===== config.mk =====
export PLATFORM = sky130hd
export DESIGN_NAME = adc_stream_frame_packer
export DESIGN_NICKNAME = d
export VERILOG_FILES = /design/src/rtl/adc_pkg.sv /design/src/rtl/adc_sc_fifo.sv /design/src/rtl/adc_stream_frame_packer.sv
export SDC_FILE = /design/constraint.sdc
export NUM_CORES = 1
export LEC_CHECK = 0
export ABC_AREA = 1
export BUFFER_PORTS_ARGS = -buffer_cell sky130_fd_sc_hd__buf_2
export CAP_MARGIN = 20
export CORE_ASPECT_RATIO = 1.4
export CORE_MARGIN = 8
export CORE_UTILIZATION = 60
export DETAILED_ROUTE_END_ITERATION = 8
export PLACE_DENSITY_LB_ADDON = 0.1
export RECOVER_POWER = 50
export SYNTH_ARGS = -nofsm -noshare
export SYNTH_HDL_FRONTEND = slang
export SYNTH_SLANG_ARGS = --single-unit

===== constraint.sdc =====
create_clock -name clk_clk -period 6.2 [get_ports clk_clk]
set_input_delay 1.24 -clock clk_clk [delete_from_list [all_inputs] [get_ports clk_clk]]
set_output_delay 1.24 -clock clk_clk [all_outputs]
set_load 0.005 [all_outputs]

===== src/rtl/adc_pkg.sv =====
// Shared types, defaults and helpers for the ADC stream frame packer.
package adc_pkg;

  typedef enum logic [1:0] {IDLE, SYNC, RUN} state_t;

  localparam int ADC_DATA_W = 12;
  localparam int ADC_CH_W   = 5;

  function automatic logic [15:0] sat_inc16(input logic [15:0] v);
    return (v == 16'hFFFF) ? v : v + 16'd1;
  endfunction

endpackage


===== src/rtl/adc_sc_fifo.sv =====
// Single-clock show-ahead FIFO: rd_data presents the head word whenever not empty.
module adc_sc_fifo #(
  parameter int WIDTH = 8,
  parameter int DEPTH = 8
) (
  input  logic                     clk,
  input  logic                     rst,
  input  logic                     wr_en,
  input  logic [WIDTH-1:0]         wr_data,
  input  logic                     rd_en,
  output logic [WIDTH-1:0]         rd_data,
  output logic                     empty,
  output logic [$clog2(DEPTH):0]   free
);

  localparam int AW = $clog2(DEPTH);

  logic [WIDTH-1:0] mem [DEPTH];
  logic [AW-1:0]    wr_ptr;
  logic [AW-1:0]    rd_ptr;
  logic [AW:0]      count;
  logic             full;
  logic             do_wr;
  logic             do_rd;

  assign full    = (count == (AW+1)'(DEPTH));
  assign empty   = (count == '0);
  assign free    = (AW+1)'(DEPTH) - count;
  assign do_wr   = wr_en && !full;
  assign do_rd   = rd_en && !empty;
  assign rd_data = mem[rd_ptr];

  always_ff @(posedge clk or posedge rst) begin
    if (rst) begin
      wr_ptr <= '0;
      rd_ptr <= '0;
      count  <= '0;
    end else begin
      if (do_wr) wr_ptr <= wr_ptr + AW'(1);
      if (do_rd) rd_ptr <= rd_ptr + AW'(1);
      case ({do_wr, do_rd})
        2'b10:   count <= count + (AW+1)'(1);
        2'b01:   count <= count - (AW+1)'(1);
        default: count <= count;
      endcase
    end
  end

  // Storage needs no reset: pointers and count define what is valid.
  always_ff @(posedge clk) begin
    if (do_wr) mem[wr_ptr] <= wr_data;
  end

endmodule


===== src/rtl/adc_stream_frame_packer.sv =====
// Windows, averages and packs ADC channel samples into SOP/EOP framed packets
// behind an output FIFO.
module adc_stream_frame_packer
  import adc_pkg::*;
#(
  parameter int DATA_W     = ADC_DATA_W,
  parameter int CH_W       = ADC_CH_W,
  parameter int NUM_CH     = 4,
  parameter int CH_BASE    = 0,
  parameter int AVG_LOG2   = 2,
  parameter int OUT_W      = 16,
  parameter int FIFO_DEPTH = 8
) (
  input  logic              clk_clk,
  input  logic              reset_reset,
  input  logic              cfg_enable,
  input  logic              cfg_signed,
  input  logic              in_valid,
  input  logic [CH_W-1:0]   in_channel,
  input  logic [DATA_W-1:0] in_data,
  input  logic              out_ready,
  output logic              out_valid,
  output logic [OUT_W-1:0]  out_data,
  output logic [CH_W-1:0]   out_channel,
  output logic              out_startofpacket,
  output logic              out_endofpacket,
  output logic [15:0]       drop_count,
  output logic [15:0]       resync_count
);

  localparam int ACC_W  = DATA_W + AVG_LOG2;
  localparam int IDX_W  = (NUM_CH > 1) ? $clog2(NUM_CH) : 1;
  localparam int SCAN_W = (AVG_LOG2 > 0) ? AVG_LOG2 : 1;
  localparam int WORD_W = OUT_W + CH_W + 2;
  localparam int FREE_W = $clog2(FIFO_DEPTH) + 1;
  localparam logic [SCAN_W-1:0] SCAN_LAST = SCAN_W'((1 << AVG_LOG2) - 1);
  localparam logic [CH_W:0]     WIN_LO    = (CH_W+1)'(CH_BASE);
  localparam logic [CH_W:0]     WIN_HI    = (CH_W+1)'(CH_BASE + NUM_CH);
  localparam logic [CH_W-1:0]   LAST_IDX  = CH_W'(NUM_CH - 1);

  state_t              state, state_nx;
  logic [CH_W-1:0]     exp_idx;
  logic [SCAN_W-1:0]   scan;
  logic                drop_frame;
  logic [ACC_W-1:0]    acc [1 << IDX_W];
  logic                push_valid;
  logic [WORD_W-1:0]   push_word;

  logic [CH_W:0]       ch_ext;
  logic                relevant;
  logic [CH_W-1:0]     idx;
  logic [IDX_W-1:0]    idx_s;
  logic                first_idx, last_idx, final_scan;
  logic                accept, mismatch;
  logic [ACC_W-1:0]    sum;
  logic [DATA_W-1:0]   avg;
  logic [OUT_W-1:0]    converted;
  logic [FREE_W-1:0]   fifo_free, free_eff;
  logic                space_ok, drop_now;
  logic                fifo_empty;
  logic [WORD_W-1:0]   fifo_word;

  assign ch_ext     = {1'b0, in_channel};
  assign relevant   = in_valid && (ch_ext >= WIN_LO) && (ch_ext < WIN_HI);
  assign idx        = in_channel - CH_W'(CH_BASE);
  assign idx_s      = idx[IDX_W-1:0];
  assign first_idx  = (idx == '0);
  assign last_idx   = (idx == LAST_IDX);
  assign final_scan = (scan == SCAN_LAST);
  assign sum        = acc[idx_s] + ACC_W'(in_data);
  assign avg        = DATA_W'(sum >> AVG_LOG2);
  // Subtracting midscale is an MSB flip; the flipped MSB is then the sign.
  assign converted  = cfg_signed
                    ? {{(OUT_W-DATA_W+1){~avg[DATA_W-1]}}, avg[DATA_W-2:0]}
                    : OUT_W'(avg);

  // A word still sitting in the push register already owns a FIFO slot.
  assign free_eff = fifo_free - FREE_W'(push_valid);
  assign space_ok = (free_eff >= FREE_W'(NUM_CH));
  assign drop_now = first_idx ? !space_ok : drop_frame;

  always_comb begin
    state_nx = state;
    accept   = 1'b0;
    mismatch = 1'b0;
    case (state)
      IDLE: if (cfg_enable) state_nx = SYNC;
      SYNC: begin
        if (!cfg_enable) begin
          state_nx = IDLE;
        end else if (relevant && first_idx) begin
          accept   = 1'b1;
          state_nx = RUN;
        end
      end
      RUN: begin
        if (relevant) begin
          if (idx == exp_idx) begin
            accept = 1'b1;
            if (last_idx && !cfg_enable) state_nx = IDLE;
          end else begin
            mismatch = 1'b1;
            state_nx = SYNC;
          end
        end
      end
      default: state_nx = IDLE;
    endcase
  end

  always_ff @(posedge clk_clk or posedge reset_reset) begin
    if (reset_reset) begin
      state        <= IDLE;
      exp_idx      <= '0;
      scan         <= '0;
      drop_frame   <= 1'b0;
      push_valid   <= 1'b0;
      push_word    <= '0;
      drop_count   <= '0;
      resync_count <= '0;
      for (int i = 0; i < (1 << IDX_W); i++) acc[i] <= '0;
    end else begin
      state      <= state_nx;
      push_valid <= accept && final_scan && !drop_now;
      push_word  <= {converted, in_channel, first_idx, last_idx};
      if (accept) begin
        acc[idx_s] <= final_scan ? '0 : sum;
        exp_idx    <= last_idx ? '0 : idx + CH_W'(1);
        if (last_idx) scan <= final_scan ? '0 : scan + SCAN_W'(1);
        if (final_scan && first_idx) begin
          drop_frame <= !space_ok;
          if (!space_ok) drop_count <= sat_inc16(drop_count);
        end
      end
      if (mismatch) resync_count <= sat_inc16(resync_count);
      // Every fresh sync starts from empty accumulators at scan 0.
      if (mismatch || state == IDLE) begin
        exp_idx    <= '0;
        scan       <= '0;
        drop_frame <= 1'b0;
        for (int i = 0; i < (1 << IDX_W); i++) acc[i] <= '0;
      end
    end
  end

  // out_valid/out_ready: a word transfers on a cycle where both are high;
  // while out_valid && !out_ready the head word and all out_* hold.
  adc_sc_fifo #(
    .WIDTH (WORD_W),
    .DEPTH (FIFO_DEPTH)
  ) u_fifo (
    .clk     (clk_clk),
    .rst     (reset_reset),
    .wr_en   (push_valid),
    .wr_data (push_word),
    .rd_en   (out_valid && out_ready),
    .rd_data (fifo_word),
    .empty   (fifo_empty),
    .free    (fifo_free)
  );

  assign out_valid = !fifo_empty;
  assign {out_data, out_channel, out_startofpacket, out_endofpacket} =
    out_valid ? fifo_word : '0;

endmodule

==> flow_summary.json <==
{
  "core.rowCount": 65,
  "finalClockSkew_ps": 12.5,
  "slew_viol_final": 166,
  "ios": 79,
  "setup_viol": 0,
  "worst-path-stages": 16,
  "synth_area_leaders": "edfxtp_1 (36%), dfrtp_1 (24%), nand2_1 (8.0%)",
  "worstSetupStartpointType": "input pin",
  "cts_tree": "built",
  "fin_setup_tns_ps": 0,
  "grt_pass1_wl_um": 50000,
  "place_congestion": 0.878,
  "r2r_setup_slack_ps": 3050,
  "area_growth_pct": 10.4,
  "grt_usage_pct": 23.0,
  "crit_arrival_ps": 4990,
  "timing.fmax_mhz": 219,
  "die_x_um": 142,
  "outcome": "finished, violations left",
  "nNetsFinal": 1493,
  "drt-pass1-iter-count": 5,
  "worst_pin_slew_ps": 3010,
  "cts.clk_slew.worst_paths_ps": 60,
  "grt_max_degree": 82,
  "crit_chain": "clkbuf_1, inv_2, o21ai_0, o22ai_1, ha_1, nand2_1, nor2_1, nand3_1, nand3_1, nand2_1, nand2_1, nand2_1, nand2_1, inv_1, ha_1, inv_1",
  "cpMaxStageDelayCell": "clkbuf_1",
  "synth_cell_types": 44,
  "root_buffer": "clkbuf_16",
  "numClockSinks": 289,
  "worst-path-buf-inv": 4,
  "post_cts_resized": 0,
  "crit_path_end_kind": "flip-flop",
  "coreArea_sq_um": 22300,
  "cts_buffer_depth": 3,
  "grt_pass1_vias": 9848,
  "synthArstFlopShare_pct": 44.6,
  "crit_fanout": 33,
  "syn_inst": 1380,
  "dieArea_sq_um": 27500,
  "leakage_nw": 6.40,
  "grt_setup_unrepaired": "no",
  "critPathKind": "in -> reg",
  "hold_path.class": "reg -> reg",
  "synthFlopType": "edfxtp_1",
  "finalWirelength_um": 31000,
  "ys_seq_area_share_pct": 59.8,
  "dp_hpwl_um": 20000,
  "p_per_area_nw_per_um2": 366,
  "slew_headroom_pct": -102,
  "layout.cells.non_filler": 1758,
  "peakVddDrop_uv": 264,
  "crit_path_end": "push_word[18]",
  "postCtsSetupRepairBufs": 0,
  "drt-initial-drc-count": 686,
  "crit_top_cell": "nand2_1",
  "clock_latency_ps": 520,
  "fillers": 1826,
  "min_period_over_period_pct": 73.7,
  "hold_viol_final": 0,
  "failed_checks": "max-capacitance violations, max-slew violations",
  "die_h_um": 193,
  "hold_buffers": 0,
  "synth_warnings": 0,
  "ant_nets": 0,
  "worstReg2RegEnd": "u_fifo.count[3]",
  "finalCriticalPeriod_ps": 4570,
  "numCtsBuffers": 26,
  "syn_nets": 1437,
  "grt-ovfl-total": 0,
  "wire_per_inst_um": 17.6,
  "crit_start": "in_channel[0]",
  "yosys.area.top_type": "edfxtp_1",
  "maxCapViolations": 3,
  "htree_levels": 1,
  "synth_edf_count": 160,
  "postLayoutCoreUtil_pct": 66.5,
  "drcViolationCount": 0,
  "preCtsSetupSlack_ps": 1930,
  "syn_area_per_cell_sq_um": 9.73,
  "yosys_register_bits": 289,
  "critPathTopFamily": "buffers and inverters",
  "synth_top_area_share_pct": 35.8,
  "dr_total_vias": 9802,
  "drive_above_1_share_pct": 11.0,
  "antenna_found_initial": 1,
  "worstRegToRegCells": 13,
  "vias_per_cell": 5.58,
  "power_w": 0.00543,
  "synthesis.area_sq_um": 13400,
  "start_util_pct": 60.3,
  "placed_cells_incl_taps": 1709,
  "critPathRequiredTime_ps": 6620,
  "reg2reg_from": "u_fifo.count[1]",
  "port_buffers": 78,
  "setup_slack_ps": 1630,
  "slowest_delay_ps": 1070
}
## per-layer routing
layer  GRT usage [%]  part of all wire [%]
met1            25.9                    39
met2            43.9                    54
met3            2.96                   4.5
met4            7.26                   2.3
met5               0                     0
## state kept, by name, summed over array words and instances, names as in the netlist, 2 cells and up
signal and flops:
u_fifo.wr_ptr 3, scan 2, resync_count 16, u_fifo.count 4
u_fifo.rd_ptr 3, state 2, acc 56, drop_count 16
exp_idx 5, push_word 20, u_fifo.mem 160
## layout make-up
type | count | area (sq um) | share of cell area (%)
clock buffers | 39 | 751 | 5.06
inverters | 86 | 325 | 2.19
diodes | 1 | 2.50 | 0.0169
clock inverters | 9 | 75.1 | 0.506
repair buffers | 92 | 483 | 3.26
multi-input cells | 941 | 4780 | 32.2
flip-flops and latches | 289 | 8030 | 54.2
well taps | 301 | 377 | 2.54
## cells by family after synthesis
| group | Yosys count | synth area share (%) |
|---|---|---|
| flops | 289 | 59.8 |
| simple gates | 653 | 21.0 |
| buf+inv | 150 | 4.66 |
| xor+xnor | 40 | 2.61 |
| compound gates | 214 | 8.65 |
| fa+ha+maj | 34 | 3.28 |
## cell usage in the layout (no fill, tap or decap), types with 3 or more instances in the layout
| master | count |
|---|---|
| nand3_1 | 96 |
| edfxtp_1 | 160 |
| a31oi_1 | 20 |
| clkinvlp_4 | 3 |
| clkbuf_1 | 15 |
| and2_1 | 3 |
| o22ai_1 | 31 |
| clkbuf_8 | 3 |
| nand4_1 | 24 |
| xor2_1 | 29 |
| xnor2_1 | 11 |
| o21ai_1 | 6 |
| nor3_1 | 15 |
| clkinv_2 | 4 |
| clkinv_1 | 4 |
| a21oi_1 | 14 |
| nor2_1 | 199 |
| inv_1 | 77 |
| nor2_4 | 6 |
| buf_2 | 73 |
| nand3_2 | 6 |
| nand2_1 | 286 |
| inv_2 | 5 |
| o21ai_0 | 133 |
| buf_4 | 12 |
| clkbuf_16 | 27 |
| nor2_2 | 5 |
| nand2_2 | 4 |
| dfrtp_1 | 128 |
| ha_1 | 32 |
## synth_stat cells, types with 3 or more instances
master and count:
clkbuf_1 42, nand3_2 6, buf_2 7, inv_2 5, buf_4 9, nor3_1 15, edfxtp_1 160, nand2_2 4
a31oi_1 20, nand4_1 24, nor2_1 202, inv_1 79, xnor2_1 11, o22ai_1 31, xor2_1 29, and2_1 3
o21ai_0 133, nor2_4 6, nand3_1 96, dfrtp_1 129, o21ai_1 6, ha_1 32, buf_1 4, nand2_1 286
a21oi_1 14
## how the worst min path moves through the flow
stage,start,endpoint,depth (start not counted)
2_1_floorplan,u_fifo.count[0],u_fifo.count[0],1
3_3_place_gp,u_fifo.count[0],u_fifo.count[0],1
3_5_place_dp,u_fifo.count[0],u_fifo.count[0],1
4_1_cts,u_fifo.count[0],u_fifo.count[0],1
5_1_grt,acc[49],acc[49],2
6_report,u_fifo.count[0],u_fifo.count[0],1
## report_power, final
part	internal, W	switching (W)	total, W
Combinational	0.000529	0.00112	0.00165
Sequential	0.00214	0.0000935	0.00224
Clock	0.000879	0.000662	0.00154
## metrics by stage
stage / hold WS [ps] / instance area [sq um]
after floorplan: 468 / 13400
after global placement: 488 / 14000
after detailed placement: 493 / 14000
after CTS: 508 / 14900
after global routing: 529 / 14800
final: 503 / 14800
Power figures use the tool's default switching activity.
